[src/rtl/usr_btn_ctrl.sv]
// OrangeCrab user-button front end: synchronise, debounce, classify short/long
// presses and issue a timed active-low reboot pulse on a long press.
module usr_btn_ctrl #(
  parameter int unsigned DEBOUNCE_CYC = 480000,
  parameter int unsigned LONG_CYC     = 96000000,
  parameter int unsigned REBOOT_CYC   = 4800,
  parameter int unsigned REBOOT_EN    = 1
) (
  input  logic clk48,
  input  logic rst_n,
  input  logic usr_btn,
  output logic btn_pressed,
  output logic short_press,
  output logic long_press,
  output logic reboot_n
);

  localparam int DB_W   = $clog2(DEBOUNCE_CYC);
  localparam int HOLD_W = $clog2(LONG_CYC);
  localparam int RB_W   = $clog2(REBOOT_CYC + 1);

  localparam logic [DB_W-1:0]   DB_LAST   = DB_W'(DEBOUNCE_CYC - 1);
  localparam logic [HOLD_W-1:0] HOLD_LAST = HOLD_W'(LONG_CYC - 1);
  localparam logic [RB_W-1:0]   RB_LAST   = RB_W'(REBOOT_CYC - 1);

  localparam logic [1:0] IDLE      = 2'd0;
  localparam logic [1:0] PRESSED   = 2'd1;
  localparam logic [1:0] LONG_HELD = 2'd2;
  localparam logic [1:0] REBOOT    = 2'd3;

  logic              sync_p0;
  logic              sync_p1;
  logic              db;
  logic [DB_W-1:0]   db_cnt;
  logic [1:0]        state;
  logic [HOLD_W-1:0] hold_cnt;
  logic [RB_W-1:0]   rb_cnt;

  // Stage p0/p1: two-flop synchroniser, idles at the released level
  always_ff @(posedge clk48 or negedge rst_n) begin
    if (!rst_n) begin
      sync_p0 <= 1'b1;
      sync_p1 <= 1'b1;
    end else begin
      sync_p0 <= usr_btn;
      sync_p1 <= sync_p0;
    end
  end

  // Debounce: level only follows sync after DEBOUNCE_CYC consecutive disagreeing cycles
  always_ff @(posedge clk48 or negedge rst_n) begin
    if (!rst_n) begin
      db     <= 1'b1;
      db_cnt <= '0;
    end else if (sync_p1 != db) begin
      if (db_cnt == DB_LAST) begin
        db     <= sync_p1;
        db_cnt <= '0;
      end else begin
        db_cnt <= db_cnt + DB_W'(1);
      end
    end else begin
      db_cnt <= '0;
    end
  end

  assign btn_pressed = ~db;

  // Press classifier; release wins over the long threshold in the same cycle
  always_ff @(posedge clk48 or negedge rst_n) begin
    if (!rst_n) begin
      state       <= IDLE;
      hold_cnt    <= '0;
      rb_cnt      <= '0;
      short_press <= 1'b0;
      long_press  <= 1'b0;
      reboot_n    <= 1'b1;
    end else begin
      short_press <= 1'b0;
      long_press  <= 1'b0;
      case (state)
        IDLE: begin
          if (btn_pressed) begin
            state    <= PRESSED;
            hold_cnt <= '0;
          end
        end
        PRESSED: begin
          if (!btn_pressed) begin
            short_press <= 1'b1;
            state       <= IDLE;
          end else if (hold_cnt == HOLD_LAST) begin
            long_press <= 1'b1;
            if (REBOOT_EN != 0) begin
              state    <= REBOOT;
              reboot_n <= 1'b0;
              rb_cnt   <= '0;
            end else begin
              state <= LONG_HELD;
            end
          end else begin
            hold_cnt <= hold_cnt + HOLD_W'(1);
          end
        end
        REBOOT: begin
          // Pulse width is fixed; the button level is ignored here
          if (rb_cnt == RB_LAST) begin
            reboot_n <= 1'b1;
            state    <= LONG_HELD;
          end else begin
            rb_cnt <= rb_cnt + RB_W'(1);
          end
        end
        LONG_HELD: begin
          if (!btn_pressed) begin
            state <= IDLE;
          end
        end
        default: state <= IDLE;
      endcase
    end
  end

endmodule

[config.mk]
export PLATFORM = sky130hd
export DESIGN_NAME = usr_btn_ctrl
export DESIGN_NICKNAME = d
export VERILOG_FILES = /design/src/rtl/usr_btn_ctrl.sv
export SDC_FILE = /design/constraint.sdc
export NUM_CORES = 1
export LEC_CHECK = 0
export BUFFER_PORTS_ARGS = -buffer_cell sky130_fd_sc_hd__buf_2
export CAP_MARGIN = 20
export CORE_ASPECT_RATIO = 0.8
export CORE_MARGIN = 1.5
export CORE_UTILIZATION = 30
export DETAILED_ROUTE_END_ITERATION = 7
export GPL_TIMING_DRIVEN = 1
export SYNTH_ARGS = -nofsm -noshare
export SYNTH_HDL_FRONTEND = slang
export SYNTH_SLANG_ARGS = --single-unit
[constraint.sdc]
create_clock -name clk48 -period 3.3 [get_ports clk48]
set_input_delay 0.825 -clock clk48 [delete_from_list [all_inputs] [get_ports clk48]]
set_output_delay 0.825 -clock clk48 [all_outputs]
set_load 0.1 [all_outputs]
==> metrics.txt <==
Yosys Warn Count 0; core area 0.0115 mm^2; top-count cell post-synth dfrtp_1; Syn Nets 380; Slew Viols, Final 0; Final #Nets 386; FP Rows 35; vias in the first global route 2612; RSZ-0062 raised after global routing no; crit start category register; part of the Yosys area used for sequential elements 0.476; final worst path period share 0.679; share of the synthesized area in the top cell type 0.446; R2R depth 5; total grt overflow 0; final wirelength 7390 um; clock buffer count from CTS 9; Die X-Extent 124 um; overall global routing resource usage 0.127; Setup Viol. Count Final 0; Post-CTS Setup Inserts 0; max_cap viols 0; Synth area leader dfrtp_1; Worst path slowest cell or4b_4; WP buf/inv 0; # IOs 7; Root Buffer clkbuf_16; critical path arrival 2.45 ns; Slew Limit Headroom 0.496; Iter 0 DRT Violations 207; die height 100 um; Post-synth ARST share 1.00; GR peak layer met2; critical path type reg2reg; largest buffer count on any clock path 2; Total Neg Setup Slack 0 ns; Critical Path Fanout Max 13; largest cells by area after synthesis dfrtp_1, nor2_1, nand3_1; P&R area growth vs syn 15.0%; 1st-pass router iterations 4; Synth cell types 50; H-tree levels 3; Tmin final 2.24 ns; hold buffer count at CTS 0; clk_skew 0.00703 ns; critical path required time 3.51 ns; via density per instance 5.27; dpl hpwl 5130 um; GPL Wtd Cong 0.801; Antenna diodes 0; synth cell count leaders dfrtp_1, nor2_1, nand2_1; layout cells sized above 1 0.106; critical path's largest stage delay 0.56 ns; critical path capture point type register; initial antenna violation count 0; Clock transition at path regs 0.06 ns; later-pin clock latency in the skew report 0.33 ns; CTS Sinks 67; VDD IR-drop max 300 uV; fin util 0.353; RR Endpoint rb_cnt[11]$_DFFE_PN0P_; syn avg cell area 9.45 um^2; status completed; first-pass GRT wire length 12900 um; Highest Clock Rate 446 MHz; Synth Register Bits 67; Vias 2811; met1 usage 0.180; initial core utilization 0.307; hold_ws 0.363 ns; GR Util met2 0.190; routed len/inst 13.9 um; Cells after Synth 374; GRT met3 Usage 0.0288; number of synthesized flops with an enable pin 0; largest net degree at the start of global routing 31; die area 0.0125 mm^2; Synth Flop Type dfrtp_1; R2R setup slack 1.06 ns; Power Dens Cells 485 mW/mm^2; I/O Buffers 6; CTS resizes 0; CP Capture Point rb_cnt[11]$_DFFE_PN0P_; DRC 0; Cell Chain, Critical Path or4b_4 > nor4_4 > nand4_4 > o21a_4 > a211o_1; post-route ant nets 0; CTS tree built; synthesized area 0.00354 mm^2; crit path from hold_cnt[11]$_DFFE_PN0P_; P_leak 1.76 nW; Top delay family on crit path simple AND/OR/NAND/NOR gates; Crit path depth 5; Hold Path Class reg2reg; R2R Path Start hold_cnt[11]$_DFFE_PN0P_; final hold violation count 0; Least-Margin Pin Slew 0.752 ns
## registers in the layout (all words and copies together), names as in the netlist
register     cells
sync_p0          1
sync_p1          1
short_press      1
long_press       1
db_cnt          19
rb_cnt          13
reboot_n         1
db               1
state            2
hold_cnt        27
## metal layers
metal,up-vias,part of all wire
li1,1377,-
met1,1376,0.52
met2,51,0.43
met3,7,0.037
met4,0,0.015
met5,-,0
## logic make-up (layout without fill, tap and decap cells)
| group | count (synthesis) | in the layout | synth area share |
|---|---|---|---|
| buffers and inverters | 25 | 36 | 0.0297 |
| muxes | 2 | 2 | 0.00637 |
| and+or+nand+nor | 196 | 196 | 0.307 |
| xor gates and xnor gates | 30 | 30 | 0.0743 |
| DFF | 67 | 67 | 0.476 |
| AOI/OAI and AO/OA | 51 | 51 | 0.0963 |
| adders and majority gates | 3 | 3 | 0.0106 |
## final cells by class
cell class              count  area [um^2]
inverters                   9         33.8
flip-flops and latches     67         1680
clock inverters             7          125
well taps                 148          185
clock buffers               9          225
repair buffers             11         67.6
multi-input cells         282         1750
fillers                  1156         7450
## through the flow
stage	worst slack, ns	cell area, um^2	cells	total power [mW]
2_1_floorplan	1.12	3540	374	0.853
3_3_place_gp	1.09	3720	517	0.874
3_5_place_dp	1.07	3720	517	0.876
4_1_cts	1.06	4070	533	2.00
5_1_grt	0.912	4070	533	2.05
6_report	1.06	4070	533	1.97
## power breakdown
| part | internal, mW | switching (mW) |
|---|---|---|
| Clock | 0.744 | 0.370 |
| Sequential | 0.827 | 0.00347 |
| Combinational | 0.00549 | 0.0228 |
| Total | 1.58 | 0.396 |
## how the worst min path moves through the flow
stage / from / cells past startpoint / to / slack [ns]
after floorplan: sync_p0$_DFF_PN1_ / 0 / sync_p1$_DFF_PN1_ / 0.35
after global placement: sync_p0$_DFF_PN1_ / 0 / sync_p1$_DFF_PN1_ / 0.35
after detailed placement: sync_p0$_DFF_PN1_ / 0 / sync_p1$_DFF_PN1_ / 0.36
after CTS: sync_p0$_DFF_PN1_ / 0 / sync_p1$_DFF_PN1_ / 0.37
after global routing: sync_p0$_DFF_PN1_ / 0 / sync_p1$_DFF_PN1_ / 0.37
final: sync_p0$_DFF_PN1_ / 0 / sync_p1$_DFF_PN1_ / 0.36
## cell usage in the layout (no fill, tap or decap), types with 2 or more instances in the layout
cell type	n
dfstp_2	4
and4_1	8
or2_2	2
inv_1	9
a31oi_1	2
mux2_2	2
dfrtp_1	63
nor2_1	44
clkbuf_16	9
bufinv_16	3
nor3_1	11
nand3_1	27
nor4_1	12
a21o_1	5
nand4_1	18
a22o_1	3
a21oi_1	9
xnor2_1	15
nand2b_1	2
buf_2	6
xor2_1	15
o31ai_1	4
buf_4	5
nor4bb_1	2
a211o_1	6
and2_1	2
and3_1	9
nand2_1	34
o21ai_0	15
ha_1	3
clkinv_4	3
nor2b_1	4
or3_1	5
nor3b_1	2
o22ai_1	2
or4_1	4
No activity file was read; power rests on OpenSTA's default activity.
